## config.mk

```make
export PLATFORM = sky130hd
export DESIGN_NAME = arm_instr_encoder
export DESIGN_NICKNAME = d
export VERILOG_FILES = /design/src/rtl/arm_enc_pkg.sv /design/src/rtl/enc_word_fifo.sv /design/src/rtl/arm_instr_encoder.sv
export SDC_FILE = /design/constraint.sdc
export NUM_CORES = 1
export LEC_CHECK = 0
export BUFFER_PORTS_ARGS = -buffer_cell sky130_fd_sc_hd__buf_2
export CAP_MARGIN = 20
export CORE_MARGIN = 3
export CORE_UTILIZATION = 45
export CTS_CLUSTER_SIZE = 25
export DETAILED_ROUTE_END_ITERATION = 8
export PLACE_DENSITY = 0.65
export RECOVER_POWER = 25
export SLEW_MARGIN = 20
export SYNTH_ARGS = -nofsm -noshare
export SYNTH_HDL_FRONTEND = slang
export SYNTH_SLANG_ARGS = --single-unit
```

## constraint.sdc

```tcl
create_clock -name clk -period 5.8 [get_ports clk]
set_clock_uncertainty 0.2 [all_clocks]
set_input_delay 0.29 -clock clk [delete_from_list [all_inputs] [get_ports clk]]
set_output_delay 0.29 -clock clk [all_outputs]
set_load 0.05 [all_outputs]
```

## src/rtl/arm_enc_pkg.sv

```systemverilog
// arm_enc_pkg: shared definitions for the ARM instruction encoder.
//   - op field constants (DP, memory, branch, illegal)
//   - load-session state enum
//   - PC_AHEAD: ARM reads PC as the instruction address plus 8
//   - encode_word: packs request fields into a 32-bit ARM word
package arm_enc_pkg;

  localparam logic [1:0] OP_DP  = 2'b00;
  localparam logic [1:0] OP_MEM = 2'b01;
  localparam logic [1:0] OP_BR  = 2'b10;
  localparam logic [1:0] OP_ILL = 2'b11;

  localparam int unsigned PC_AHEAD = 8;

  typedef enum logic [1:0] {
    IDLE  = 2'b00,
    RUN   = 2'b01,
    DRAIN = 2'b10,
    DONE  = 2'b11
  } state_t;

  // Branches carry only the link bit (funct[4]) plus a word offset.
  // Every other op is a straight field concatenation.
  function automatic logic [31:0] encode_word(
    input logic [1:0]  op,
    input logic [5:0]  funct,
    input logic [3:0]  cond,
    input logic [3:0]  rn,
    input logic [3:0]  rd,
    input logic [11:0] src2,
    input logic [23:0] imm24
  );
    logic [31:0] word;
    case (op)
      OP_BR:   word = {cond, OP_BR, funct[5:4], imm24};
      default: word = {cond, op, funct, rn, rd, src2};
    endcase
    return word;
  endfunction

endpackage

```

## src/rtl/enc_word_fifo.sv

```systemverilog
// enc_word_fifo: DEPTH x 32 synchronous FIFO with registered full/empty.
// Ports:
//   clk, reset   clock, synchronous active-high reset (discards contents)
//   push, din    write a word (ignored while full)
//   pop, dout    dout shows the head word; pop removes it (ignored while empty)
//   full, empty  registered status flags
module enc_word_fifo #(
  parameter int DEPTH = 4
) (
  input  logic        clk,
  input  logic        reset,
  input  logic        push,
  input  logic [31:0] din,
  input  logic        pop,
  output logic [31:0] dout,
  output logic        full,
  output logic        empty
);

  localparam int PW = $clog2(DEPTH);
  localparam logic [PW-1:0] PTR_ONE  = PW'(1);
  localparam logic [PW:0]   CNT_ONE  = (PW+1)'(1);
  localparam logic [PW:0]   CNT_FULL = (PW+1)'(DEPTH);
  localparam logic [PW:0]   CNT_ZERO = (PW+1)'(0);

  logic [31:0]   mem [DEPTH];
  logic [PW-1:0] wr_ptr;
  logic [PW-1:0] rd_ptr;
  logic [PW:0]   count;
  logic [PW:0]   count_next;
  logic          do_push;
  logic          do_pop;

  assign do_push = push && !full;
  assign do_pop  = pop && !empty;
  assign dout    = mem[rd_ptr];

  // Occupancy after this cycle's push/pop.
  always_comb begin
    count_next = count;
    if (do_push && !do_pop) begin
      count_next = count + CNT_ONE;
    end else if (!do_push && do_pop) begin
      count_next = count - CNT_ONE;
    end else begin
      count_next = count;
    end
  end

  // Storage array; contents need no reset since empty gates every read.
  always_ff @(posedge clk) begin
    if (do_push) begin
      mem[wr_ptr] <= din;
    end
  end

  // Pointers, count and flags; flags are registered from count_next.
  always_ff @(posedge clk) begin
    if (reset) begin
      wr_ptr <= '0;
      rd_ptr <= '0;
      count  <= CNT_ZERO;
      full   <= 1'b0;
      empty  <= 1'b1;
    end else begin
      if (do_push) wr_ptr <= wr_ptr + PTR_ONE;
      if (do_pop)  rd_ptr <= rd_ptr + PTR_ONE;
      count <= count_next;
      full  <= (count_next == CNT_FULL);
      empty <= (count_next == CNT_ZERO);
    end
  end

endmodule

```

## src/rtl/arm_instr_encoder.sv

```systemverilog
// arm_instr_encoder: streams field-level instruction requests into ARM words
// and writes them to consecutive imem byte addresses.
// Ports:
//   clk, reset                   clock, synchronous active-high reset
//   start, finish                session begin (IDLE only) / end-of-requests pulses
//   req_valid/req_ready          request handshake
//   req_op..req_target           request fields (op, funct, cond, rn, rd, src2, branch target)
//   wr_en/wr_ready               imem write handshake
//   wr_addr, wr_data             write byte address and encoded word
//   done                         one-cycle pulse when the session completes
//   err                          sticky dropped-request flag, cleared by start
//   word_count                   words written this session
module arm_instr_encoder
  import arm_enc_pkg::*;
#(
  parameter int              ADDR_W    = 16,
  parameter int              DEPTH     = 4,
  parameter logic [ADDR_W-1:0] BASE_ADDR = {ADDR_W{1'b0}}
) (
  input  logic              clk,
  input  logic              reset,
  input  logic              start,
  input  logic              finish,
  input  logic              req_valid,
  output logic              req_ready,
  input  logic [1:0]        req_op,
  input  logic [5:0]        req_funct,
  input  logic [3:0]        req_cond,
  input  logic [3:0]        req_rn,
  input  logic [3:0]        req_rd,
  input  logic [11:0]       req_src2,
  input  logic [ADDR_W-1:0] req_target,
  output logic              wr_en,
  input  logic              wr_ready,
  output logic [ADDR_W-1:0] wr_addr,
  output logic [31:0]       wr_data,
  output logic              done,
  output logic              err,
  output logic [ADDR_W-1:0] word_count
);

  localparam logic [ADDR_W-1:0] WORD_BYTES = ADDR_W'(4);
  localparam logic [ADDR_W-1:0] PC_OFF     = ADDR_W'(PC_AHEAD);
  localparam logic [ADDR_W-1:0] CNT_ONE    = ADDR_W'(1);

  state_t            state;
  state_t            state_next;
  logic [ADDR_W-1:0] enq_pc;
  logic [ADDR_W-1:0] br_off;
  logic [61:0]       off_words;
  logic              br_ovf;
  logic              br_misaligned;
  logic              drop;
  logic              accept;
  logic              push;
  logic              pop;
  logic              fifo_full;
  logic              fifo_empty;
  logic [31:0]       enc_word;
  logic [31:0]       fifo_dout;

  // Byte offset from the branch's PC view; off_words is the sign-extended
  // word offset (byte offset >> 2), wide enough for any ADDR_W below 64.
  assign br_off    = req_target - (enq_pc + PC_OFF);
  assign off_words = {{(64-ADDR_W){br_off[ADDR_W-1]}}, br_off[ADDR_W-1:2]};
  // enq_pc is always word aligned, so the offset's low bits are the target's.
  assign br_misaligned = (br_off[1:0] != 2'b00);
  // Offset must be representable in 24 signed bits.
  assign br_ovf = (off_words[61:23] != {39{off_words[23]}});

  assign drop = (req_op == OP_ILL) ||
                ((req_op == OP_BR) && (br_misaligned || br_ovf));

  // Ready uses the registered full flag only, never a same-cycle pop.
  assign req_ready = (state == RUN) && !fifo_full;
  assign accept    = req_valid && req_ready;
  assign push      = accept && !drop;
  assign wr_en     = !fifo_empty;
  assign pop       = wr_en && wr_ready;
  assign wr_data   = fifo_dout;
  assign done      = (state == DONE);

  assign enc_word = encode_word(req_op, req_funct, req_cond, req_rn, req_rd,
                                req_src2, off_words[23:0]);

  enc_word_fifo #(.DEPTH(DEPTH)) u_fifo (
    .clk   (clk),
    .reset (reset),
    .push  (push),
    .din   (enc_word),
    .pop   (pop),
    .dout  (fifo_dout),
    .full  (fifo_full),
    .empty (fifo_empty)
  );

  // Session state register.
  always_ff @(posedge clk) begin
    if (reset) begin
      state <= IDLE;
    end else begin
      state <= state_next;
    end
  end

  // Session sequencing; DRAIN waits for the FIFO (and so the last write) to empty.
  always_comb begin
    state_next = state;
    case (state)
      IDLE:    if (start)      state_next = RUN;   else state_next = IDLE;
      RUN:     if (finish)     state_next = DRAIN; else state_next = RUN;
      DRAIN:   if (fifo_empty) state_next = DONE;  else state_next = DRAIN;
      DONE:    state_next = IDLE;
      default: state_next = IDLE;
    endcase
  end

  // Address counters, word counter and sticky error.
  always_ff @(posedge clk) begin
    if (reset) begin
      enq_pc     <= BASE_ADDR;
      wr_addr    <= BASE_ADDR;
      err        <= 1'b0;
      word_count <= {ADDR_W{1'b0}};
    end else if ((state == IDLE) && start) begin
      enq_pc     <= BASE_ADDR;
      wr_addr    <= BASE_ADDR;
      err        <= 1'b0;
      word_count <= {ADDR_W{1'b0}};
    end else begin
      if (push)          enq_pc <= enq_pc + WORD_BYTES;
      if (accept && drop) err   <= 1'b1;
      if (pop) begin
        wr_addr    <= wr_addr + WORD_BYTES;
        word_count <= word_count + CNT_ONE;
      end
    end
  end

endmodule

```

---- Word level (Yosys, flattened, before mapping) ----
Memory sizes are Yosys's and may differ from the RTL's. A register that Yosys moved wholly into a read port is not among the register bits.
Index checks and enable logic that the tools add are counted.
word-level totals
  bits in registers ....................... 60
  latch bits .............................. 0
  bits in writable memories ............... 128
  bits in read-only memories .............. 0
  output and inout port bits .............. 68
  word-level logic and storage cells ...... 58
  memories kept ........................... 1
memory list
  name        words  bits a word  rd ports  clocked after memory_dff  wr ports  line                 source
  u_fifo.mem  4      32           1         1                         1         enc_word_fifo.sv:26  logic [31:0] mem [DEPTH];
operators by class
  add/sub/neg operators ................... 9
  multiply operators ...................... 0
  divide/modulo/power cells ............... 0
  magnitude comparators ................... 0
  equal/unequal tests ..................... 6
  shifts and indexed selects .............. 0
  multiplexer cells ....................... 11
  bitwise logic cells ..................... 0
  reductions and logical operators ........ 21
operator list
  kind                                                                   count
  16-bit by 3-bit adder with 16-bit output, second input constant        2
  28-bit 2-to-1 mux                                                      1
  16-bit by 1-bit adder with 16-bit output, second input constant        1
  16-bit by 4-bit adder with 16-bit output, second input constant        1
  16-bit subtractor                                                      1
  1-bit logical AND                                                      11
  2-bit equality test, second input constant                             4
  2-bit one-hot mux with 4 select lines                                  1
  2-bit 2-to-1 mux                                                       3
  3-bit 2-to-1 mux                                                       2
  1-bit zero test                                                        5
  2-bit by 1-bit adder with 2-bit output, second input constant          2
  1-bit 2-to-1 mux                                                       4
  3-bit by 1-bit adder with 3-bit output, second input constant          1
  3-bit equality test, second input constant                             1
  3-bit zero test                                                        1
  3-bit by 1-bit subtractor with 3-bit output, second input constant     1
  2-bit by 1-bit equality test with 1-bit output, second input constant  1
  2-bit zero test                                                        1
  2-bit nonzero test                                                     1
  2-bit OR reduction                                                     1
  1-bit logical OR                                                       1

---- Longest topological paths before layout ----
Gate-level depths: netlist of the first run.
  word-level depth ........................ 13
  gate-level depth with buffers ........... 11
  mapped depth without buffers ............ 9

---- Modules after synthesis ----
Synthesis of the first run repeated with hierarchy kept, for this count alone.
second synthesis, totals
  cells, all modules ...................... 652
  area total of the unflattened synthesis .. 8,493.1 um^2
by module, submodules not included
  module             instances  cells an instance  area an instance (um^2)
  enc_word_fifo      1          237                5,258.8
  arm_instr_encoder  1          415                3,234.4

---- Least setup slack after synthesis of the first run ----
OpenSTA, ideal clock, no wires.
  kind .................................... register -> register
  start point ............................. reg enq_pc[9]
  end point ............................... mem u_fifo.mem[0][14] (data pin)
  setup time .............................. 0.281 ns
  data arrival time ....................... 2.126 ns
  data required time ...................... 5.319 ns
  slack ................................... 3.193 ns
  cell stages (with the launch flop) ...... 11
  path buffers ............................ 2
  period minus slack after synthesis ...... 2.607 ns
  cell sequence ........................... dfxtp_1 -> ha_1 -> inv_1 -> ha_1 -> buf_6 -> a21o_1 -> a221oi_2 -> and2_1 -> a21o_1 -> buf_6 -> o211ai_2
between the ends
  word-level cells in the longest chain between the ends .. 3
RTL lines
  element                                   line                      source
  start, declared                           arm_instr_encoder.sv:48   logic [ADDR_W-1:0] enq_pc;
  start signal, assigned                    arm_instr_encoder.sv:131  if (push) enq_pc <= enq_pc + WORD_BYTES;
  16-bit by 4-bit adder with 16-bit output  arm_instr_encoder.sv:64   assign br_off = req_target - (enq_pc + PC_OFF);
  16-bit subtractor                         arm_instr_encoder.sv:64
  28-bit 2-to-1 mux                         arm_enc_pkg.sv:34         case (op)
  via enc_word[14]                          arm_instr_encoder.sv:59   logic [31:0] enc_word;
  end, declared                             enc_word_fifo.sv:26
The timed path passes the listed nets, and every way through them passes these cells.

---- Final worst setup path of the first run ----
  start point ............................. reg enq_pc[11]
  end point ............................... mem u_fifo.mem[1][13] (data pin)
The elaborated chain is that of the path after synthesis.

==> results of run 1 <==
## final cells by class
type	instances	share of cell area
timing repair buffer	148	0.0780
multi-input combinational	417	0.327
sequential	186	0.488
inverter	46	0.0168
clock inverter	15	0.0162
clock buffer	17	0.0415
tap	260	0.0317
## power by group
group / internal, W / switching [W] / leakage (nW)
combinational: 0.000203 / 0.000400 / 1.79
clock: 0.000580 / 0.000554 / 0.288
sequential: 0.00146 / 0.0000216 / 1.62
total: 0.00224 / 0.000975 / 3.70
## worst reg2reg max path: cells and delay by family (launching register included)
kind	cells	cell delay, ns
adder cells (fa/ha/maj)	2	0.70
buffers and inverters	1	0.04
flip-flops	1	0.36
AO/OA/AOI/OAI	5	1.88
## per-layer routing
layer	up-vias	wire length [um]	track usage
li1	2780	-	-
met1	2779	7860	0.235
met2	155	9070	0.302
met3	22	1010	0.0477
met4	2	269	0.0515
met5	-	12	0
## registers in the layout, summed over array words and instances (netlist names), named ones only
name / cells
u_fifo.full: 1
word_count: 16
enq_pc: 14
err: 1
u_fifo.mem: 128
u_fifo.wr_ptr: 2
u_fifo.rd_ptr: 2
wr_addr: 14
u_fifo.empty: 1
u_fifo.count: 3
state: 1
## path summary, 6_finish.rpt
check / from / to / cells after the start
setup / recovery: enq_pc[11] / u_fifo.mem[1][13] / 8
hold / removal: req_funct[2] / u_fifo.mem[0][22] / 3
setup reg to reg: enq_pc[11] / u_fifo.mem[1][13] / 8
hold reg to reg: err / err / 2
## Yosys cell counts (3+ instances only)
cell type / instances / share of area
nand3_1: 18 / 0.010
nand2b_1: 5 / 0.0036
nand2_1: 53 / 0.023
nor2b_1: 7 / 0.0051
o211ai_2: 10 / 0.014
o21ai_0: 18 / 0.010
edfxtp_1: 128 / 0.44
a21oi_1: 25 / 0.014
dfxtp_1: 58 / 0.13
mux4_2: 32 / 0.083
ha_1: 36 / 0.052
buf_1: 3 / 0.0013
o21ai_1: 3 / 0.0017
o211ai_1: 3 / 0.0026
nand4_1: 17 / 0.012
and2_1: 7 / 0.0051
or4_1: 3 / 0.0026
buf_6: 3 / 0.0039
and4_1: 7 / 0.0071
nor3_1: 10 / 0.0058
clkbuf_1: 14 / 0.0061
a21o_1: 6 / 0.0052
or3_1: 10 / 0.0072
o2111ai_1: 3 / 0.0030
xor2_1: 28 / 0.028
and3_1: 9 / 0.0065
inv_1: 46 / 0.020
nor2_1: 52 / 0.023
buf_2: 8 / 0.0046
xnor2_1: 15 / 0.015
## cells by family (layout without fill, tap and decap cells)
kind of cell / after synthesis / count (layout) / synth area share
AO/OA/AOI/OAI: 94 / 94 / 0.0791
XOR/XNOR: 44 / 44 / 0.0462
adder cells (fa/ha/maj): 36 / 36 / 0.0520
buffers and inverters: 76 / 226 / 0.0376
flip-flops: 186 / 186 / 0.578
multiplexers: 34 / 34 / 0.0855
other: 1 / 2 / 0.000433
AND/OR/NAND/NOR: 207 / 207 / 0.121
## through the flow
step,util,instance area [um^2],instances,worst slack [ns],hold WS [ns]
6_report,0.544,10200,1089,2.42,0.0175
5_1_grt,0.544,10200,1089,2.19,0.0163
4_1_cts,0.547,10300,1089,2.42,0.00502
3_5_place_dp,0.506,9520,1038,2.38,0.259
3_3_place_gp,0.506,9520,1038,2.48,0.249
2_1_floorplan,-,8670,679,3.19,0.162
## what timing repair did
action	in CTS	in global routing
hold buffers	19	0
setup buffers	0	0
endpoints found under the hold margin	71	0
==> results by group, run 1 <==
Floorplan
  • Core box area: around 0.019 mm^2
  • Starting Density: 0.460
  • Die Y: around 140 um
  • FP Rows: 50
  • Die Width: 145 um
  • I/O pin count: 122
  • Die Area: 0.0210 mm^2

Critical path
  • Worst R2R Setup Slack: 2.42 ns
  • Crit path max-delay cell type: o31ai_2
  • CP Data Arrival Time: 3.41 ns
  • Cell Chain, Critical Path: ha_1 -> inv_1 -> ha_1 -> o21ai_0 -> a21oi_1 -> o31ai_2 -> a31oi_2 -> o211ai_1
  • Critical path class: reg -> reg
  • Nature of the critical path endpoint: flip-flop
  • Most frequent CP cell: ha_1
  • Startpoint types: flip-flop
  • CP delay by family, top: compound AO/OA/AOI/OAI gates
  • Crit path buf inv count: 1
  • CP max FO: 12
  • Worst Path Required: 5.82 ns
  • Largest stage delay, worst path: 0.79 ns

Global route
  • Initial antenna violation count: 1
  • Largest net degree at the start of global routing: between 40 and 50
  • Total grt overflow: 0
  • Tot GR Track Use: 0.181
  • First-pass GRT wire length: 29.7 mm
  • Vias in the first global route: 5926

Clocking
  • Clock tree buffer depth: 2
  • Num CTS Buffers: 17
  • CTS root buf: clkbuf_16
  • Clock slew at reported path FFs: 0.07 ns
  • CTS H-tree lvls: 4
  • Worst-Skew Late Latency: around 0.43 ns
  • CTS sink count: around 190
  • TritonCTS clock tree: built
  • # resized after CTS: 0

Run status
  • Status: finished with violations
  • Failing checks: capacitance limit, slew limit

Drt
  • DR iter-0 viols: 329
  • Final ANT Viol Nets: 0
  • Drt via density: 5.27
  • Detailed Routing Iterations Pass 1: 4
  • Vias: 5738
  • Final wirelength: 18.2 mm
  • Wire per inst: roughly 17 um
  • DR DRC count: 0

STA
  • Slew @ Worst Pin: 1.97 ns
  • Max_slew headroom: -0.315
  • RSZ-0062 raised after global routing: false
  • Fmax: 296 MHz
  • Min Tclk post-route: 3.38 ns
  • Max Transition Viols Final: 46
  • Final setup fails: 0
  • Setup_tns: 0 ns
  • Final period utilization: 0.583
  • Final Hold Vio Count: 0

Place
  • IO buf count: 119
  • DPL Wire Length: about 13 mm
  • Routability congestion estimate: 0.855

Power
  • Total power: between 0.003 and 0.004 W
  • Leak: about 3.7 nW
  • PD cells: 314 mW/mm^2
  • VDD IR max: 0.213 mV

Logic synthesis
  • Synthesized area: 0.00866 mm^2
  • Cells after Synth: roughly 680
  • Synth async-reset ratio: 0
  • Yosys reg bits: 186
  • Ys flop type: edfxtp_1
  • Synth cell types: 61
  • Number of synthesized flops with an enable pin: 128
  • Ys Warns: 0
  • Register area share after synthesis: 0.578
  • Syn_area_per_cell: between 10 and 15 um^2

Layout
  • # nets final: 906
  • Number of fill cells: 1610
  • Antenna Cells: 0
  • Most frequent cells in the layout: edfxtp_1, buf_2, dfxtp_1, nor2_1, nand2_1
  • Most common cell after layout, fill and taps aside: edfxtp_1
  • Share of cells above drive strength 1: 0.204
  • Area occupied by registers: 0.00501 mm^2
  • Multi-input gate area: between 0.003 and 0.004 mm^2
  • Layout area overhead: 18.3%

Flow run
  • Max-Cap Viols: 1

Min path
  • Worst Hold Class: in -> reg
Note: power is estimated with default switching activity, not from simulation.
==> inputs of run 2 (changes only) <==
ABC_AREA = 1   (was not set)
PLACE_DENSITY = not set   (was 0.65)
clock period = 3.3 ns   (was 5.8 ns; I/O delays follow)
==> run 2 against run 1 <==
Net effect: power increased by 80%; non-clock buffer count grew 17; combinational power grew 110%; sequential power rose by 75%; final area up 3.7%; synthesized area rose by 3.1%; utilization is 1.3 points higher; final cell count rose by 27%; critical endpoint is now u_fifo.mem[2][31]; largest cell class unchanged; the flow finishes with violations (hold timing).
==> results by group, run 2 <==
Global route
  • First-pass GRT wire length: 32.6 mm (+9.9%)
  • Tot GR Track Use: 0.188 (+0.00704)
  • Largest net degree at the start of global routing: 65 (+41%)
  • Initial antenna violation count: 1 (unchanged)
  • Total grt overflow: 0 (unchanged)
  • Vias in the first global route: 6604 (+11%)

Floorplan
  • FP Rows: 50 (unchanged)
  • Starting Density: 0.468 (+0.00813)
  • Core box area: 0.0191 mm^2 (+1.3%)
  • Die Y: 147 um (+1.5%)
  • Die Area: 0.0216 mm^2 (+3.0%)
  • Die Width: 147 um (+1.5%)
  • I/O pin count: 122 (unchanged)

Logic synthesis
  • Syn_area_per_cell: 9.36 um^2 (-27%)
  • Synthesized area: 0.00893 mm^2 (+3.1%)
  • Synth cell types: 44 (-28%)
  • Ys flop type: edfxtp_1
  • Number of synthesized flops with an enable pin: 128 (unchanged)
  • Count leader, synth: nand2_1
  • Most frequent cells after synthesis: nand2_1, edfxtp_1, inv_1
  • Dominant cells by area after synthesis: edfxtp_1, dfxtp_1, nand2_1, ha_1, o21ai_0
  • Synth async-reset ratio: 0 (unchanged)
  • Synth area leader: edfxtp_1
  • Yosys reg bits: 186 (unchanged)
  • Register area share after synthesis: 0.560 (-0.0175)
  • Compound-cell area share of the yosys netlist: 0.116 (+0.0364)
  • Share of the synthesized area in the top cell type: 0.430 (-0.0134)
  • Post-Synth XOR/XNOR Area: 0.0157 (-0.0305)
  • Ys Warns: 0 (unchanged)
  • Cells after Synth: 954 (+41%)
  • Multiplexer share of the synthesized area: 0 (-0.0855)
  • Synth Area in Adders: 0.0504 (-0.00157)
  • Simple-gate share of the synthesized area: 0.186 (+0.0647)
  • Main combinational cell family by area after synthesis: simple AND/OR/NAND/NOR gates

STA
  • Min Tclk post-route: about 2.8 ns
  • Final Hold Vio Count: 1 (+1)
  • Max_slew headroom: 0.0217 (+0.336)
  • WHS: -0.0160 ns (-0.0335 ns)
  • Slew @ Worst Pin: 1.46 ns (-0.510 ns)
  • Final period utilization: 0.859
  • Max Transition Viols Final: 0 (-100%)
  • RSZ-0062 raised after global routing: false
  • Final setup fails: 0 (unchanged)
  • Setup_tns: 0 ns (unchanged)
  • Fmax: around 350 MHz

Power
  • PD cells: 545 mW/mm^2 (+74%)
  • Internal power: 0.00395 W (+76%)
  • VDD IR max: 0.374 mV (+76%)
  • Clock power frac: 0.336 (-0.017)
  • Gate power share: 0.217 (+0.029)
  • Switch share: 0.318 (+0.0142)
  • Switching power: 0.00184 W (+89%)
  • Seq pwr share: 0.448 (-0.012)
  • Leak: 4.15 nW (+12%)

Layout
  • Top Registers: u_fifo.mem x128, word_count x16
  • Most frequent cells in the layout: nand2_1, edfxtp_1, inv_1, nor2_1, o21ai_0
  • Area occupied by registers: 0.00501 mm^2 (unchanged)
  • Number of fill cells: 1815 (+13%)
  • Reg with most FFs: u_fifo.mem
  • Share of cells above drive strength 1: 0.140 (-0.0636)
  • Max reg flops: 128 (unchanged)
  • Multi-input gate area: 0.00325 mm^2 (-2.9%)
  • Layout area overhead: 18.9%
  • Antenna Cells: 0 (unchanged)
  • Fin area: 0.0106 mm^2 (+3.7%)
  • Most common cell after layout, fill and taps aside: nand2_1
  • # nets final: 1196 (+32%)

Critical path
  • Largest stage delay, worst path: 1.12 ns (+0.33 ns)
  • Crit path buf inv count: 3 (+2)
  • Startpoint types: input port
  • Crit path max-delay cell type: nor2_1
  • Critical path class: in -> reg
  • Worst Path Required: 3.22 ns (-2.60 ns)
  • Nature of the critical path endpoint: flip-flop
  • CP delay by family, top: simple AND/OR/NAND/NOR gates
  • Cell Chain, Critical Path: dlygate4sd3_1 -> clkbuf_1 -> nor2_1 -> nand2_1 -> nand2_1 -> nand2_2 -> nor2_1 -> buf_12
  • Worst R2R Setup Slack: 0.58 ns (-1.84 ns)
  • CP Data Arrival Time: 2.76 ns (-0.65 ns)
  • CP max FO: 19 (+7)

Min path
  • Worst Hold Class: in -> reg

Clocking
  • Hold Buf Count CTS: 36 (+17)
  • # resized after CTS: 0 (unchanged)
  • Worst-Skew Late Latency: 0.42 ns (about the same)
  • CTS root buf: clkbuf_16
  • TritonCTS clock tree: built
  • Clock slew at reported path FFs: 0.07 ns (about the same)
  • Setup bufs post-CTS: 0 (unchanged)
  • Clock tree buffer depth: 2 (unchanged)
  • CTS H-tree lvls: 4 (unchanged)
  • Num CTS Buffers: 17 (unchanged)
  • CTS sink count: 186 (unchanged)

Place
  • Routability congestion estimate: 0.858 (+0.29%)
  • DPL Wire Length: 13.3 mm (+5.6%)
  • IO buf count: 119 (unchanged)
  • Instance area at placement: 0.00983 mm^2 (+3.3%)

Drt
  • Final wirelength: 20.0 mm (+10%)
  • DR DRC count: 0 (unchanged)
  • Final ANT Viol Nets: 0 (unchanged)
  • Vias: 6836 (+19%)
  • Wire per inst: 14.5 um (-13%)
  • DR iter-0 viols: 304 (-7.6%)
  • Drt via density: 4.96 (-5.9%)
  • Detailed Routing Iterations Pass 1: 5 (+1)

Run status
  • Status: finished with violations
  • Failing checks: hold timing

Flow run
  • Max-Cap Viols: 0 (-1)
-- run 2: cell count changes after synthesis, moves of 18 or more --
cell     change
nand2_1    +101
inv_1       +72
o21ai_0     +71
nor2_1      +54
mux4_2      -32
o22ai_1     +30
a21oi_1     +25
xor2_1      -18
-- run 2: metrics by stage --
step	instances	hold WS (ns)	utilization	worst slack (ns)	power, W
global placement	1311	0.183	0.515	0.657	0.00388
finish	1379	-0.0160	0.557	0.466	0.00579
global route	1379	0.0263	0.557	0.189	0.00606
CTS	1379	0.00139	0.564	0.517	0.00587
detailed placement	1311	0.188	0.515	0.614	0.00389
floorplan	955	0.0341	-	0.362	0.00357
-- run 2: final timing paths --
kind,start,endpoint,depth (start not counted)
worst max-delay path,req_op[0],u_fifo.mem[2][31],8
worst min-delay path,req_target[1],err,5
worst max register to register,state[0],u_fifo.mem[2][31],5
worst min register to register,u_fifo.rd_ptr[0],u_fifo.rd_ptr[0],1
-- run 2: cells by family (layout without fill, tap and decap cells) --
logic type	after synthesis	after routing
other cells	1	2
compound gates	192	192
buf+inv	161	325
flops	186	186
fa+ha+maj	36	36
xor+xnor	16	16
simple gates	362	362
-- run 2: worst register-to-register path: stages (launching register included) --
cell     delay, ns
dfxtp_1       0.39
nand3_2       0.12
nor2_4        0.14
nand2_2       0.15
nor2_1        1.12
buf_12        0.28
-- run 2: power by group through the flow --
stage / Combinational, W / Clock (W) / Sequential (W)
6_report: 0.00125 / 0.00194 / 0.00259
5_1_grt: 0.00137 / 0.00209 / 0.00260
4_1_cts: 0.00128 / 0.00200 / 0.00260
3_5_place_dp: 0.00124 / 0 / 0.00265
3_3_place_gp: 0.00123 / 0 / 0.00265
2_1_floorplan: 0.000917 / 0 / 0.00266
-- run 2: per-layer routing --
layer,up-vias,routed length (um),GRT usage
met5,-,13,0
met4,2,365,0.0610
met3,30,885,0.0336
met2,139,9590,0.324
met1,3153,9180,0.242
li1,3512,-,-
-- run 2: cell type report --
type	count	share of cell area
timing repair buffer	165	0.0940
clock buffer	20	0.0431
sequential	186	0.471
clock inverter	12	0.00954
inverter	128	0.0454
multi-input combinational	608	0.306
tap	260	0.0306
